===== config.mk =====
export PLATFORM = sky130hd
export DESIGN_NAME = mem_port_arbiter
export DESIGN_NICKNAME = d
export VERILOG_FILES = /design/src/rtl/mem_port_arbiter.sv
export SDC_FILE = /design/constraint.sdc
export NUM_CORES = 1
export LEC_CHECK = 0
export BUFFER_PORTS_ARGS = -buffer_cell sky130_fd_sc_hd__buf_2
export CORE_ASPECT_RATIO = 1.4
export CORE_MARGIN = 2
export CORE_UTILIZATION = 50
export DETAILED_ROUTE_END_ITERATION = 10
export GPL_ROUTABILITY_DRIVEN = 0
export GPL_TIMING_DRIVEN = 0
export HOLD_SLACK_MARGIN = 0.15
export PLACE_DENSITY = 0.86
export REMOVE_ABC_BUFFERS = 1
export SLEW_MARGIN = 20
export SYNTH_ARGS = -nofsm -noshare
export SYNTH_HDL_FRONTEND = slang
export SYNTH_SLANG_ARGS = --single-unit

===== constraint.sdc =====
create_clock -name clk -period 3.2 [get_ports clk]
set_input_delay 0.64 -clock clk [delete_from_list [all_inputs] [get_ports clk]]
set_output_delay 0.64 -clock clk [all_outputs]
set_load 0.05 [all_outputs]

===== src/rtl/mem_port_arbiter.sv =====
// rtl/mem_port_arbiter.sv - arbiter sharing one single-ported RAM between fetch and memory stages
module mem_port_arbiter #(
    parameter int STARVE_LIMIT = 4
) (
    input  logic        clk,
    input  logic        rst,
    input  logic        ifReq,
    input  logic [31:0] ifAddress,
    output logic        ifReady,
    output logic [31:0] ifData,
    input  logic        memRead,
    input  logic        memWrite,
    input  logic [31:0] memAddress,
    input  logic [31:0] memWriteData,
    output logic        memReady,
    output logic [31:0] memReadData,
    output logic        ramReq,
    output logic        ramWe,
    output logic [31:0] ramAddress,
    output logic [31:0] ramWriteData,
    input  logic        ramAck,
    input  logic [31:0] ramReadData,
    output logic        freezeFetch,
    output logic        freezeMem
);

    typedef enum logic [1:0] {IDLE, IF_BUSY, MEM_BUSY, RESP} state_t;

    localparam logic [7:0] LIMIT = 8'(STARVE_LIMIT);

    state_t      state_q;
    logic [7:0]  starve_q;
    logic        ram_req_q;
    logic        ram_we_q;
    logic [31:0] ram_addr_q;
    logic [31:0] ram_wdata_q;
    logic        if_ready_q;
    logic        mem_ready_q;
    logic [31:0] if_data_q;
    logic [31:0] mem_rdata_q;

    logic mem_req;
    logic force_if_d;
    logic grant_mem_d;
    logic grant_if_d;

    assign mem_req = memRead | memWrite;

    // Fetch wins a contended grant only once memory has had LIMIT grants in a row.
    always_comb begin
        force_if_d  = (LIMIT != 8'd0) && (starve_q == LIMIT);
        grant_mem_d = (state_q == IDLE) && mem_req && !(ifReq && force_if_d);
        grant_if_d  = (state_q == IDLE) && ifReq && !grant_mem_d;
    end

    always_ff @(posedge clk) begin
        if (rst) begin
            state_q     <= IDLE;
            starve_q    <= 8'd0;
            ram_req_q   <= 1'b0;
            ram_we_q    <= 1'b0;
            ram_addr_q  <= 32'd0;
            ram_wdata_q <= 32'd0;
            if_ready_q  <= 1'b0;
            mem_ready_q <= 1'b0;
            if_data_q   <= 32'd0;
            mem_rdata_q <= 32'd0;
        end else begin
            if_ready_q  <= 1'b0;
            mem_ready_q <= 1'b0;
            case (state_q)
                IDLE: begin
                    if (grant_mem_d) begin
                        state_q     <= MEM_BUSY;
                        ram_req_q   <= 1'b1;
                        ram_we_q    <= memWrite;
                        ram_addr_q  <= memAddress;
                        ram_wdata_q <= memWriteData;
                        if (ifReq && starve_q != 8'hFF) begin
                            starve_q <= starve_q + 8'd1;
                        end
                    end else if (grant_if_d) begin
                        state_q     <= IF_BUSY;
                        ram_req_q   <= 1'b1;
                        ram_we_q    <= 1'b0;
                        ram_addr_q  <= ifAddress;
                        ram_wdata_q <= 32'd0;
                        starve_q    <= 8'd0;
                    end
                end
                IF_BUSY: begin
                    if (ramAck) begin
                        state_q    <= RESP;
                        ram_req_q  <= 1'b0;
                        if_data_q  <= ramReadData;
                        if_ready_q <= 1'b1;
                    end
                end
                MEM_BUSY: begin
                    if (ramAck) begin
                        state_q     <= RESP;
                        ram_req_q   <= 1'b0;
                        mem_ready_q <= 1'b1;
                        if (!ram_we_q) begin
                            mem_rdata_q <= ramReadData;
                        end
                    end
                end
                RESP: begin
                    state_q <= IDLE;
                end
                default: begin
                    state_q <= IDLE;
                end
            endcase
        end
    end

    assign ifReady      = if_ready_q;
    assign ifData       = if_data_q;
    assign memReady     = mem_ready_q;
    assign memReadData  = mem_rdata_q;
    assign ramReq       = ram_req_q;
    assign ramWe        = ram_we_q;
    assign ramAddress   = ram_addr_q;
    assign ramWriteData = ram_wdata_q;

    // Stall releases in the ready cycle so the stage advances on that edge.
    assign freezeFetch = ifReq & ~if_ready_q;
    assign freezeMem   = mem_req & ~mem_ready_q;

endmodule


# Yosys cells after proc, flatten, opt, wreduce, memory -nomap -nowiden
# Index checks and enable logic that the tools add are counted.
[op_classes]
mux = 18
n_eq_ne = 8
reduce_logical = 20
n_bitwise = 8
addsub = 1
[ops]
columns = ["operator", "count"]
rows = [
  ["32-bit 2-to-1 mux", 4],
  ["8-bit 2-to-1 mux", 3],
  ["3-bit AND reduction", 3],
  ["8-bit by 1-bit adder with 8-bit output (second input constant)", 1],
  ["8-bit by 3-bit equality test with 1-bit output (second input constant)", 1],
  ["8-bit != test (second input constant)", 1],
  ["1-bit logical AND", 6],
  ["1-bit 2-to-1 mux", 6],
  ["2-bit 2-to-1 mux", 3],
  ["2-bit one-hot mux with 3 select lines", 1],
  ["2-bit AND reduction", 3],
  ["2-bit OR reduction", 3],
  ["1-bit inverter", 5],
  ["2-bit equality test (second input constant)", 2],
  ["2-bit by 1-bit != test with 1-bit output (second input constant)", 2],
  ["2-bit nonzero test", 2],
  ["3-bit != test (second input constant)", 1],
  ["1-bit AND", 2],
  ["2-bit by 1-bit equality test with 1-bit output (second input constant)", 1],
  ["1-bit logical NOT", 2],
  ["2-bit logical NOT", 1],
  ["1-bit one-hot mux with 2 select lines", 1],
  ["1-bit OR", 1],
]
[totals]
in_bits = 134
elab_cells = 65
ff_bits = 142
output_inout_bits = 134

# Depth between registers and ports, before layout
[depth]
depth_word = 9
ltp_mapped = 8

# Worst setup path after synthesis
# Ideal clock, no wire load.
[synth_path]
path_type = "input-to-output"
startpoint = "input memWrite"
endpoint = "output freezeMem"
path_stages = 2
t_arrival_ns = 1.332
t_required_ns = 2.560
n_path_buf = 0
setup_slack_ns = 1.228
path_cell_list = "nor2_1 nor2_1"
[synth_between]
elab_chain_len = 2
[synth_rtl]
columns = ["element", "line", "text"]
rows = [
  ["start: declaration", "12", "input logic memWrite,"],
  ["1-bit OR", "47", "assign mem_req = memRead | memWrite;"],
  ["1-bit AND", "130", "assign freezeMem = mem_req & ~mem_ready_q;"],
  ["end: declaration", "24", "output logic freezeMem"],
]
# Every way passes these cells.

# Worst setup path after layout
[layout_path]
startpoint = "register state_q[0]"
endpoint = "register starve_q[5]"
[layout_between]
elab_chain_len = 7
elab_cells_between_ends = 10
[layout_rtl]
columns = ["element", "line", "text"]
rows = [
  ["start: declaration", "31", "state_t state_q;"],
  ["start signal: assignment", "58", "state_q <= IDLE;"],
  ["start signal: assignment", "74", "state_q <= MEM_BUSY;"],
  ["start signal: assignment", "83", "state_q <= IF_BUSY;"],
  ["2-bit logical NOT *", "52, 53, 71", ""],
  ["1-bit logical AND (2 in a row)", "52", "grant_mem_d = (state_q == IDLE) && mem_req && !(ifReq && force_if_d);"],
  ["1-bit logical NOT", "53", "grant_if_d = (state_q == IDLE) && ifReq && !grant_mem_d;"],
  ["1-bit logical AND", "53", ""],
  ["2-bit nonzero test (no line)", "-", ""],
  ["3-bit AND reduction (no line)", "-", ""],
  ["end signal: assignment", "80", "starve_q <= starve_q + 8'd1;"],
  ["end: declaration", "32", "logic [7:0] starve_q;"],
]
# Every way passes the cells marked *; elsewhere a longest branch is shown, timed or not.
# A chain may end at the register's enable or synchronous reset.

==> summary.md <==
| Metric | Value |
|---|---|
| DP Cell Count | `1055` |
| Fin Clk Skew | `0.00901 ns` |
| Hold Worst Slack | `0.452 ns` |
| Fin crit share | `76.7%` |
| Max-cap violations | `0` |
| Most common cell after layout, fill and taps aside | `buf_2` |
| PortBufs | `267` |
| Yosys warning total | `0` |
| Leak pwr | `3.43 nW` |
| GR Util All Layers | `26.1%` |
| Final setup vio count | `0` |
| Yosys top cell area share | `51.6%` |
| Post-layout util | `70.4%` |
| Num Clock Sinks | `142` |
| Worst Path Required | `3.54 ns` |
| Drt drc | `0` |
| Post-synthesis instance area | `0.00550 mm²` |
| Worst Path Arrival | `2.79 ns` |
| Status | `complete, no violations` |
| Worst-Skew Late Latency | `0.41 ns` |
| Clock tree buffer depth | `2` |
| FP Rows | `45` |
| Die Width | `92.7 µm` |
| Via count | `5796` |
| Worst Setup End Kind | `flop` |
| Layout cell share with drive strength beyond 1 | `33.3%` |
| Worst Path Max Fanout | `35` |
| Post-CTS sizing | `0` |
| Synth top area cells | `dfxtp_1 52%, nand2_1 16%, a21oi_1 9.5%, a311oi_1 5.1%, nand3_1 3.3%` |
| Worst Max-Slew Pin Slew | `0.781 ns` |
| CTS tree | `built` |
| Syn-to-layout area delta | `38.3%` |
| RSZ-0062 raised after global routing | `no` |
| Die Area | `0.0119 mm²` |
| CTS HTree Levels | `4` |
| Power Density | `969 mW/mm²` |
| Clock root buffer | `clkbuf_16` |
| Startpoint type of the worst setup path | `flop` |
| First-pass GRT wire length | `25000 µm` |
| Core footprint | `0.0108 mm²` |
| Post-DP HPWL | `10500 µm` |
| Antenna viol nets, final | `0` |
| Yosys top cell by area | `dfxtp_1` |
| CP Class | `reg -> reg` |
| Clk slew on worst S/H paths | `0.06 ns` |
| Post-CTS Setup Bufs | `0` |
| Final hold violations | `0` |
| Die height | `128 µm` |
| Crit path time final | `2.45 ns` |
| Total CTS buffers | `17` |
| Mapped Cells | `700` |
| Post-synthesis sequential area ratio | `51.6%` |
| Post-Route WL | `16000 µm` |
| Final Max Slew Viols | `0` |
| Overall power | `0.00737 W` |
| Most frequent cells in the layout | `266 x buf_2, 229 x nand2_1, 142 x dfxtp_1` |
| Seq cells post-synth | `142` |
| Boundary pin count | `268` |
| Largest net degree at the start of global routing | `83` |
| Finished Layout Cells | `1088` |
| Nets | `1073` |
| Wire per inst | `14.7 µm` |
| Vias in the first global route | `5326` |
| Iteration-0 DRC Markers | `263` |
| Avg Inst Size Synth | `7.86 µm²` |
| Congestion Overflow GR | `0` |
| TritonRoute pass-1 iters | `5` |
| Initial antenna violation count | `0` |
| Initial Utilization | `50.9%` |
| Distinct cells, synth | `29` |
| # hold bufs at CTS | `0` |
| Fillers | `888` |
| Slew headroom | `47.9%` |
| Vias per cell | `5.33` |
| Peak supply drop | `0.000670 V` |
| Min-delay worst type | `reg -> reg` |
| Max Clock Freq | `407 MHz` |
-- Yosys cell counts (all sizes together) --
cell	n
a31oi	2
a2111oi	1
clkbuf	44
mux2i	6
o21ai	3
dfxtp	142
a311oi	32
or4	1
a21oi	104
a31o	1
and4b	1
nand4	3
nand4b	1
inv	11
and2	2
nor4	2
or2	1
nor3	2
nor2	42
a21o	1
buf	13
nand3	36
a211oi	3
nand2	231
a32oi	1
o211ai	8
ha	6
-- routing by layer --
| layer | GRT usage (%) | part of all wire, % | vias to the layer above |
|---|---|---|---|
| met5 | 0 | 0 | - |
| met4 | 10.8 | 1.9 | 0 |
| met3 | 8.11 | 11 | 30 |
| met2 | 45.6 | 50 | 298 |
| met1 | 29.5 | 37 | 2641 |
| li1 | - | - | 2827 |
-- layout make-up --
class                      count  area [µm²]  share of cell area, %
sequential                   142        2840                   37.4
antenna                        1        2.50                 0.0329
inverter                      11        41.3                  0.542
clock inverter                14         230                   3.02
tap                          141         176                   2.32
multi-input combinational    490        2430                   31.9
clock buffer                  18         439                   5.77
timing repair buffer         271        1450                   19.1
-- critical path, stage by stage (launching register included) --
cell       delay, ns
dfxtp_1         0.31
inv_1           0.11
ha_1            0.31
and2_2          0.71
nand4_1         0.30
a2111oi_2       0.42
mux2i_1         0.22
-- logic make-up (layout without fill, tap and decap cells) --
| logic type | Yosys count | after routing | share of synthesized area [%] |
|---|---|---|---|
| AOI/OAI and AO/OA | 156 | 156 | 17.3 |
| DFF | 142 | 142 | 51.6 |
| other | 0 | 1 | 0 |
| adders and majority gates | 6 | 6 | 1.36 |
| muxes | 6 | 6 | 1.09 |
| and+or+nand+nor | 322 | 322 | 23.6 |
| buffers and inverters | 68 | 314 | 4.98 |
-- flip-flops by register name, summed over array words and instances, names as in the netlist --
| name | cells |
|---|---|
| memReadData | 32 |
| ifData | 32 |
| ifReady | 1 |
| ramAddress | 32 |
| starve_q | 8 |
| state_q | 2 |
| ramReq | 1 |
| ramWriteData | 32 |
| ramWe | 1 |
| memReady | 1 |
-- through the flow --
step                TNS, ns  worst slack, ns  area, µm²
floorplan                 0            0.251       5270
global placement     -41.76           -0.785       6780
detailed placement        0            0.724       6940
CTS                       0            0.739       7610
global route              0            0.505       7610
finish                    0            0.745       7610
-- power breakdown --
part           switching [W]  internal (W)  total, W
sequential          0.000159       0.00210   0.00226
combinational        0.00219      0.000722   0.00291
clock               0.000775       0.00143   0.00220
total                0.00313       0.00425   0.00737
-- worst paths after layout --
| check | cells past startpoint | to | from | slack, ns |
|---|---|---|---|---|
| max | 6 | starve_q[5] | state_q[0] | 0.75 |
| max reg2reg | 6 | starve_q[5] | state_q[0] | 0.75 |
| min reg2reg | 2 | ifData[28] | ifData[28] | 0.45 |
| min | 2 | ifData[28] | ifData[28] | 0.45 |
(Power assumes the default switching activity.)
